$ cat config.mk
export PLATFORM = sky130hd
export DESIGN_NAME = commit_trace_packer
export DESIGN_NICKNAME = d
export VERILOG_FILES = /design/src/rtl/commit_trace_packer.sv
export SDC_FILE = /design/constraint.sdc
export NUM_CORES = 1
export LEC_CHECK = 0
export CORE_ASPECT_RATIO = 1.5
export CORE_UTILIZATION = 50
export DETAILED_ROUTE_END_ITERATION = 8
export GPL_TIMING_DRIVEN = 0
export HOLD_SLACK_MARGIN = 0.15
export PLACE_DENSITY = 0.88
export SLEW_MARGIN = 20
export SYNTH_ARGS = -nofsm -noshare
export SYNTH_HDL_FRONTEND = slang
export SYNTH_SLANG_ARGS = --single-unit
$ cat constraint.sdc
create_clock -name clk -period 11.95 [get_ports clk]
set_input_delay 2.39 -clock clk [delete_from_list [all_inputs] [get_ports clk]]
set_output_delay 2.39 -clock clk [all_outputs]
set_load 0.01 [all_outputs]
$ cat src/rtl/commit_trace_packer.sv
// Commit trace packer: packs retired instructions into 128-bit words and
// buffers them in a 2-entry FIFO ahead of an external FIFO write port.
module commit_trace_packer (
  input  logic         clk,
  input  logic         reset,
  input  logic         commit_valid,
  output logic         commit_ready,
  input  logic [39:0]  commit_pc,
  input  logic [0:0]   commit_wen,
  input  logic [4:0]   commit_rd,
  input  logic [63:0]  commit_wdata,
  input  logic [0:0]   commit_mmio,
  input  logic [0:0]   commit_delayed,
  input  logic         halt,
  input  logic         flush,
  input  logic         fifo_full,
  output logic [127:0] fifo_wr_data,
  output logic [0:0]   fifo_wr_en,
  output logic [31:0]  packed_count,
  output logic [31:0]  stall_cycles,
  output logic [1:0]   debug_state
);

  typedef enum logic [1:0] {
    RUN   = 2'd0,
    HALT  = 2'd1,
    FLUSH = 2'd2
  } state_e;

  state_e       state_q, state_d;
  logic [1:0]   count_q, count_d;
  logic [127:0] buf0_q, buf0_d;
  logic [127:0] buf1_q, buf1_d;
  logic [31:0]  packed_q, packed_d;
  logic [31:0]  stall_q, stall_d;

  logic         wen_eff;
  logic [127:0] packed_word;
  logic         pop;
  logic         push;

  always_comb begin
    wen_eff     = commit_wen[0] && (commit_rd != '0);
    packed_word = {commit_wdata, commit_mmio, wen_eff, commit_rd,
                   commit_delayed, 16'h0000, commit_pc};
    // A flush cycle suppresses both the write and the handshake so that
    // neither buffered entries nor the coincident commit leak through.
    pop          = (count_q != 2'd0) && !fifo_full && !flush && (state_q != FLUSH);
    commit_ready = !reset && !flush && (state_q == RUN) && ((count_q != 2'd2) || pop);
    push         = commit_valid && commit_ready;

    fifo_wr_en   = pop;
    fifo_wr_data = buf0_q;
    packed_count = packed_q;
    stall_cycles = stall_q;
    debug_state  = state_q;
  end

  always_comb begin
    buf0_d = buf0_q;
    buf1_d = buf1_q;
    if (pop) begin
      buf0_d = buf1_q;
    end
    if (push) begin
      if ((count_q == 2'd0) || ((count_q == 2'd1) && pop)) begin
        buf0_d = packed_word;
      end else begin
        buf1_d = packed_word;
      end
    end

    if (flush || (state_q == FLUSH)) begin
      count_d = '0;
    end else begin
      count_d = count_q + {1'b0, push} - {1'b0, pop};
    end

    packed_d = packed_q + {31'd0, pop};
    stall_d  = stall_q;
    if ((count_q == 2'd2) && fifo_full && (stall_q != '1)) begin
      stall_d = stall_q + 32'd1;
    end

    state_d = state_q;
    if (flush) begin
      state_d = FLUSH;
    end else begin
      unique case (state_q)
        RUN:     if (halt) state_d = HALT;
        HALT:    if (!halt && (count_q == 2'd0)) state_d = RUN;
        FLUSH:   state_d = halt ? HALT : RUN;
        default: state_d = RUN;
      endcase
    end
  end

  always_ff @(posedge clk or posedge reset) begin
    if (reset) begin
      state_q  <= RUN;
      count_q  <= '0;
      buf0_q   <= '0;
      buf1_q   <= '0;
      packed_q <= '0;
      stall_q  <= '0;
    end else begin
      state_q  <= state_d;
      count_q  <= count_d;
      buf0_q   <= buf0_d;
      buf1_q   <= buf1_d;
      packed_q <= packed_d;
      stall_q  <= stall_d;
    end
  end

endmodule

==> results of run 1 <==
==> placed cells by master (no fill, tap or decap), types with 2 or more instances in the layout <==
| master | instances |
|---|---|
| bufinv_16 | 5 |
| and4_1 | 8 |
| clkinv_4 | 2 |
| buf_16 | 3 |
| o21ai_0 | 2 |
| nor4_1 | 7 |
| nor3_1 | 4 |
| clkbuf_16 | 29 |
| buf_2 | 17 |
| or4_1 | 3 |
| buf_4 | 2 |
| mux2_1 | 79 |
| and2_1 | 4 |
| clkinvlp_4 | 4 |
| inv_1 | 6 |
| clkdlybuf4s50_1 | 313 |
| nand3_1 | 20 |
| mux2_2 | 33 |
| nor2b_1 | 2 |
| and3_1 | 26 |
| a31oi_1 | 113 |
| xnor2_1 | 45 |
| nor2_1 | 128 |
| nand2_1 | 251 |
| buf_12 | 8 |
| xor2_1 | 18 |
| nand4_1 | 24 |
| diode_2 | 3 |
| dfrtp_1 | 308 |
| clkbuf_8 | 2 |
| clkbuf_1 | 34 |
| ha_1 | 5 |
| clkinv_2 | 10 |
| a211oi_1 | 2 |
| buf_6 | 11 |
==> layer usage <==
layer / global-route usage (%) / part of all wire [%] / up-vias
li1: - / - / 4707
met5: 0 / 0 / -
met1: 29.98 / 36 / 5191
met2: 49.83 / 53 / 381
met3: 4.769 / 5.4 / 113
met4: 14.06 / 4.8 / 0
==> cells by family after synthesis <==
logic type | synth area share (%)
AOI/OAI and AO/OA | 6.047
xor gates and xnor gates | 4.246
adders and majority gates | 0.4814
buffers and inverters | 4.208
DFF | 59.31
muxes | 9.782
and+or+nand+nor | 15.93
==> area by class of cell <==
type	instances	share of cell area [%]
Clock buffer	31	4.273
Buffer	72	2.903
Clock inverter	20	1.356
Sequential cell	308	43.72
Tap cell	328	2.328
Multi-Input combinational cell	787	26.89
Timing Repair Buffer	316	18.24
Antenna cell	3	0.04259
Inverter	8	0.2413
==> metrics by stage <==
step | area [µm²] | setup TNS [ns] | std cells
2_1_floorplan | 13000 | 0 | 1175
3_3_place_gp | 16540 | -715.81 | 1816
3_5_place_dp | 16630 | 0 | 1819
4_1_cts | 17620 | 0 | 1870
5_1_grt | 17620 | 0 | 1871
6_report | 17630 | 0 | 1873
==> power groups by stage <==
stage                     registers, W  clock network [W]  logic [W]
after floorplan                0.00131                  0   0.000142
after global placement         0.00127                  0   0.000509
after detailed placement       0.00127                  0   0.000525
after CTS                      0.00125           0.000978   0.000532
after global routing           0.00127            0.00102   0.000566
final                          0.00125           0.000963   0.000529
==> registers in the layout (all words and copies together) (netlist names) <==
| name | cells |
|---|---|
| stall_cycles | 32 |
| debug_state | 2 |
| count_q | 2 |
| buf1_q | 112 |
| fifo_wr_data | 128 |
| packed_count | 32 |
==> how the worst min path moves through the flow <==
stage / depth (start not counted) / slack [ns] / to / start
2_1_floorplan: 1 / 0.46 / buf1_q[0] / buf1_q[0]
3_3_place_gp: 1 / 0.46 / packed_count[31] / packed_count[31]
3_5_place_dp: 1 / 0.46 / packed_count[31] / packed_count[31]
4_1_cts: 1 / 0.47 / packed_count[31] / packed_count[31]
5_1_grt: 1 / 0.51 / packed_count[31] / packed_count[31]
6_report: 1 / 0.46 / packed_count[31] / packed_count[31]
==> critical path: cells and delay by family <==
family / cells / cell delay [ns]
AND/OR/NAND/NOR: 1 / 0.55
AO/OA/AOI/OAI: 1 / 0.22
buffers and inverters: 5 / 1.91
==> reports/metrics.cfg, run 1 <==
[yosys]
syn_area_um2 = 12990
synth_seq_cells = 308
synth_warnings = 0
synth_nets = 1298
synth_most_common_cell = dfrtp_1
synth_edf_count = 0
synth_area_leader_cell = dfrtp_1
synth_common_cells = 308 x dfrtp_1, 251 x nand2_1, 128 x nor2_1
postSynth.topFlopCell = dfrtp_1
yosysTopAreaCellShare_pct = 59.31
synth_area_leaders = dfrtp_1 59%, nand2_1 7.3%, mux2_1 6.8%
syn_inst = 1175
yosys.cell_types.count = 40
async_reset_ff_share_pct = 100.0
seq_area_frac_synth_pct = 59.31
syn_avg_cell_area_um2 = 11.06

[pwr]
p_total_w = 0.002746
p_sw_w = 0.0007115
pwr_density_cell_nw_per_um2 = 155.8
intPower_w = 0.002035
power.leakage_nw = 8.194
p_sw_share_pct = 25.91
clockPowerShare_pct = 35.1
power_frac_seq_pct = 45.7
ir_drop_mv = 0.1335
comb_power_share_pct = 19.3

[critical_path]
crit_top_cell = clkdlybuf4s50_1
critical-path-slowest-cell = clkbuf_1
critPathRequiredTime_ns = 9.56
crit_end = commit_ready
r2r_start = count_q[1]
startpoint = flush
worstPathCellList = clkdlybuf4s50_1 -> or4_1 -> buf_4 -> clkinv_4 -> clkbuf_1 -> o21a_1 -> clkdlybuf4s50_1
critPathMaxFanout = 11
slowest_delay_ns = 0.58
reg2reg_depth = 13
cp_data_arrival_time_ns = 5.07
critPathLaunchType = input pin
reg2reg_to = packed_count[22]
regToRegSetupSlack_ns = 8.44
endpoint_kind = output pin
critPathKind = in2out

[clock_network]
cts.sinks = 308
htreeDepth = 1
cts-resized-gates = 0
cts_buffer_depth = 3
cts_tree = done
hold_buffers = 0
cts-buffers-inserted = 28
clock_latency_ns = 0.55
path_clk_slew_ns = 0.06
root_buffer = clkbuf_16
cts_setup_buffers = 0

[place]
dp_slack_ns = 4.536
io_buffers = 313
gp_congestion = 0.8294
dp_hpwl_mm = 25.22

[route]
drc = 0
drtIter0Drc = 414
postRouteAntennaNets = 0
wl_per_cell_um = 19.11
drtPass1Iterations = 5
num_vias = 10390
via_per_inst = 5.548
drt_wl_total_mm = 35.79

[final_layout]
fillers = 1761
area_delta_synth_final_pct = 35.65
seqCellArea_um2 = 7707
fin_nets = 1644
drive_above_1_share_pct = 8.431
multi_input_area_um2 = 4741
utilization_pct = 69.63

[sta]
drv_slew = 0
worstMarginPinSlew_ns = 0.9186
fin_skew_ns = 0.01047
setup_viol = 0
period_minus_slack_ns = 7.457
rsz0062_at_grt = no
timing.fmax_ghz = 0.1341
hold_viol = 0
finalCritPeriodShare_pct = 62.41
maxSlewHeadroom_pct = 38.76
timing.hold.ws_ns = 0.4640
layout_setup_ws_ns = 4.493

[die]
die_w_um = 133.6
core_um2 = 25320
pin_count = 314
fp.dieH_um = 199.4
initial_core_util_pct = 51.33
rows = 71
dieArea_um2 = 26650

[grt]
grt_max_degree = 92
antenna_found_initial = 1
grt_use_total_pct = 27.18
grt_pass1_wl_mm = 57.06
grt_pass1_vias = 11080
overflow = 0

[run_status]
status = finished clean

[worst_hold_path]
hold_path_class = reg2reg

[flow_run]
maxCapViolCount = 0

(Power assumes the default switching activity.)
==> run 2: changes to the inputs <==
CORE_UTILIZATION = 45   (was 50)
PLACE_DENSITY = 0.84   (was 0.88)
clock period = 6.55 ns   (was 11.95 ns; I/O delays follow)
==> reports/metrics.cfg, run 2 (synthesis gave the netlist of run 1 again) <==
[grt]
grt_pass1_wl_mm = 57.04
antenna_found_initial = 0
grt_pass1_vias = 11110
grt_max_degree = 37
overflow = 0
grt_use_total_pct = 24.13

[clock_network]
cts_setup_buffers = 0
path_clk_slew_ns = 0.06
htreeDepth = 1
cts-resized-gates = 0
cts.sinks = 308
cts_tree = done
root_buffer = clkbuf_16
hold_buffers = 0
cts_buffer_depth = 3
clock_latency_ns = 0.56
cts-buffers-inserted = 30

[route]
drtIter0Drc = 423
drtPass1Iterations = 5
postRouteAntennaNets = 0
via_per_inst = 5.502
drt_wl_total_mm = 35.45
num_vias = 10450
wl_per_cell_um = 18.67
drc = 0

[die]
rows = 75
pin_count = 314
fp.dieH_um = 210.1
initial_core_util_pct = 46.16
dieArea_um2 = 29580
core_um2 = 28150
die_w_um = 140.8

[final_layout]
drive_above_1_share_pct = 8.886
fillers = 2113
fin_nets = 1653
largest_reg_flops = 128
n_antenna_cell = 0
finalNonFillerCells = 1899
utilization_pct = 63.43
mostFrequentLayoutCell = clkdlybuf4s50_1
area_delta_synth_final_pct = 37.42
final_area_um2 = 17860
layout_common_cells = 313 x clkdlybuf4s50_1, 308 x dfrtp_1, 251 x nand2_1

[pwr]
power.leakage_nw = 8.281
comb_power_share_pct = 18.9
ir_drop_mv = 0.2242
clockPowerShare_pct = 36.6
p_sw_w = 0.001309
pwr_density_cell_nw_per_um2 = 287.7
power_frac_seq_pct = 44.5
p_sw_share_pct = 25.47
intPower_w = 0.003828

[place]
dp_hpwl_mm = 25.68
placed_cells = 1844
io_buffers = 313
dpl_cell_area_um2 = 16770
gp_congestion = 0.8022

[flow_run]
maxCapViolCount = 0

[sta]
maxSlewHeadroom_pct = 43.87
finalCritPeriodShare_pct = 80.85
timing.fmax_ghz = 0.1888
hold_viol = 0
drv_slew = 0
fin_skew_ns = 0.01617
rsz0062_at_grt = no
setup_viol = 0
period_minus_slack_ns = 5.296
worstMarginPinSlew_ns = 0.8419

[critical_path]
cp_data_arrival_time_ns = 3.99
endpoint_kind = output pin
critPathLaunchType = input pin
critPathMaxFanout = 11
critPathRequiredTime_ns = 5.24
critPathKind = in2out

[run_status]
status = finished clean

[worst_hold_path]
hold_path_class = reg2reg

run 2: changes by cell type in the layout (fill, tap and decap cells not counted), moves of 2 or more:
cell	delta
clkinvlp_4	+2
diode_2	-3
clkinv_2	-4
clkbuf_16	+2
buf_12	+9
buf_16	-2
clkbuf_1	+3
run 2: routing by layer:
layer  vias to the layer above  GRT usage (%)  part of all wire, %
met5                         -              0                    0
met3                       107          5.043                  6.5
met1                      5223          26.64                   37
met2                       385          43.76                   52
met4                         0          11.88                  4.6
li1                       4733              -                    -
run 2: area by class of cell:
class	instances	area [µm²]	area share, %
well taps	346	432.9	2.424
repair buffers	323	3341	18.71
clock buffers	37	828.3	4.638
plain buffers	72	511.7	2.866
inverters	8	38.79	0.2172
clock inverters	18	256.5	1.436
flip-flops and latches	308	7707	43.16
multi-input cells	787	4741	26.55
run 2: critical path: stages:
cell and delay, ns:
clkdlybuf4s50_1 0.51, or4_1 0.55, buf_4 0.18, clkinv_4 0.08, clkbuf_1 0.61, o21a_1 0.19
clkdlybuf4s50_1 0.54
run 2: power groups by stage:
stage | registers (W) | logic (W) | clock network (W)
6_report | 0.00229 | 0.000969 | 0.00188
4_1_cts | 0.00229 | 0.000976 | 0.00192
3_5_place_dp | 0.00232 | 0.000968 | 0
5_1_grt | 0.00231 | 0.00104 | 0.00198
2_1_floorplan | 0.00238 | 0.000260 | 0
3_3_place_gp | 0.00231 | 0.000927 | 0
run 2: final timing paths:
kind | start | to | slack, ns | depth (start not counted)
min in group asynchronous | reset | stall_cycles[30] | 1.16 | 2
min | packed_count[31] | packed_count[31] | 0.47 | 1
min reg2reg | packed_count[31] | packed_count[31] | 0.47 | 1
max reg2reg | count_q[0] | packed_count[20] | 2.97 | 12
max in group asynchronous | reset | buf1_q[74] | 4.41 | 5
max | flush | commit_ready | 1.25 | 7
run 2: per-stage QoR:
stage | power, W | TNS (ns) | setup WS [ns] | hold WS (ns)
6_report | 0.005137 | 0 | 1.254 | 0.4706
5_1_grt | 0.005330 | 0 | 1.104 | 0.4977
4_1_cts | 0.005178 | 0 | 1.210 | 0.4764
3_5_place_dp | 0.003284 | 0 | 1.195 | 0.4681
3_3_place_gp | 0.003241 | -255.59 | -0.8509 | 0.4570
2_1_floorplan | 0.002644 | 0 | 1.141 | 0.4580
==> run 3: changes to the inputs <==
CORE_UTILIZATION = 50   (was 45)
PLACE_DENSITY = 0.88   (was 0.84)
clock period = 5.1 ns   (was 6.55 ns; I/O delays follow)
==> reports/metrics.cfg, run 3 (synthesis gave the netlist of run 1 again) <==
[sta]
timing.hold.ws_ns = 0.4786
fin_skew_ns = 0.01613
drv_slew = 0
period_minus_slack_ns = 4.716
rsz0062_at_grt = no
hold_viol = 0
maxSlewHeadroom_pct = 47.84
finalCritPeriodShare_pct = 92.47
setup_viol = 0
timing.fmax_ghz = 0.2120
worstMarginPinSlew_ns = 0.7823

[clock_network]
cts_buffer_depth = 3
cts-buffers-inserted = 28
clock_latency_ns = 0.54
cts-resized-gates = 0
path_clk_slew_ns = 0.06
cts_setup_buffers = 0
root_buffer = clkbuf_16
cts_tree = done
cts.sinks = 308
hold_buffers = 0
htreeDepth = 1

[critical_path]
cp_data_arrival_time_ns = 3.70
reg2reg_depth = 12
r2r_start = debug_state[1]
critPathKind = in2out
critPathRequiredTime_ns = 4.08
critPathMaxFanout = 11
reg2reg_to = packed_count[22]
regToRegSetupSlack_ns = 1.57
critPathLaunchType = input pin
endpoint_kind = output pin

[die]
fp.dieH_um = 199.4
rows = 71
dieArea_um2 = 26650
pin_count = 314
core_um2 = 25320
initial_core_util_pct = 51.33
die_w_um = 133.6

[place]
gp_congestion = 0.8441
io_buffers = 313
dp_hpwl_mm = 25.75
dpl_cell_area_um2 = 16750
placed_cells = 1826

[grt]
grt_pass1_vias = 11450
grt_max_degree = 36
overflow = 0
grt_pass1_wl_mm = 57.84
grt_use_total_pct = 27.26
antenna_found_initial = 0

[final_layout]
layout_common_cells = 313 x clkdlybuf4s50_1, 308 x dfrtp_1, 251 x nand2_1
fin_nets = 1651
fillers = 1778
area_delta_synth_final_pct = 36.34
mostFrequentLayoutCell = clkdlybuf4s50_1
drive_above_1_share_pct = 8.522
largest_reg_flops = 128
final_area_um2 = 17720
utilization_pct = 69.98
finalNonFillerCells = 1878

[worst_hold_path]
holdPathEnd = packed_count[31]
hold_path_depth = 1
hold_path_class = reg2reg
holdCritStartpoint = packed_count[31]

[flow_run]
maxCapViolCount = 0

[run_status]
status = finished clean

[route]
wl_per_cell_um = 19.15
via_per_inst = 5.637
postRouteAntennaNets = 0
num_vias = 10590
drc = 0
drtPass1Iterations = 5
drtIter0Drc = 493
drt_wl_total_mm = 35.96

[pwr]
power.leakage_nw = 8.237
p_total_w = 0.006375
pwr_density_cell_nw_per_um2 = 359.8
ir_drop_mv = 0.2558

run 3: cell count changes in the layout (fill, tap and decap cells not counted):
cell,change
bufinv_16,-4
clkbuf_8,+6
clkbuf_16,-2
diode_2,+1
clkbuf_1,+2
clkinv_2,-2
clkinvlp_4,-4
run 3: worst max path at each step:
stage	slack (ns)	depth (start not counted)	start	end
after global placement	-2.01	2	reset	packed_count[9]
after CTS	0.43	7	flush	commit_ready
after floorplan	-0.02	1	reset	buf1_q[0]
after global routing	0.34	7	flush	commit_ready
final	0.38	7	flush	commit_ready
after detailed placement	0.50	7	flush	commit_ready
run 3: report_power, final:
part | switching, W | leakage [nW] | internal (W)
logic | 0.000532 | 3.78 | 0.000715
clock network | 0.000911 | 0.477 | 0.00127
registers | 0.000202 | 3.98 | 0.00274
total | 0.00164 | 8.24 | 0.00473
run 3: area by class of cell:
cell class / instances / area, µm² / area share (%)
Multi-Input combinational cell: 787 / 4741 / 26.76
Timing Repair Buffer: 323 / 3341 / 18.86
Antenna cell: 1 / 2.502 / 0.01412
Sequential cell: 308 / 7707 / 43.50
Buffer: 72 / 511.7 / 2.888
Clock buffer: 43 / 868.3 / 4.901
Clock inverter: 8 / 96.34 / 0.5438
Tap cell: 328 / 410.4 / 2.316
Inverter: 8 / 38.79 / 0.2189
run 3: worst max-delay path, stage by stage:
cell and delay (ns):
clkdlybuf4s50_1 0.54, or4_1 0.56, buf_4 0.18, clkinv_4 0.08, clkbuf_1 0.55, o21a_1 0.20
clkdlybuf4s50_1 0.56
run 3: per-layer routing:
| layer | vias up | global-route usage (%) | part of all wire [%] |
|---|---|---|---|
| met5 | - | 0 | 0 |
| met4 | 0 | 13.85 | 5.1 |
| met3 | 126 | 5.200 | 5.7 |
| met2 | 396 | 49.36 | 52 |
| met1 | 5338 | 30.41 | 37 |
| li1 | 4727 | - | - |
run 3: stage by stage:
stage | setup TNS [ns] | setup slack (ns)
after floorplan | -5.837 | -0.01895
after global placement | -611.42 | -2.006
after detailed placement | 0 | 0.5037
after CTS | 0 | 0.4312
after global routing | 0 | 0.3402
final | 0 | 0.3840
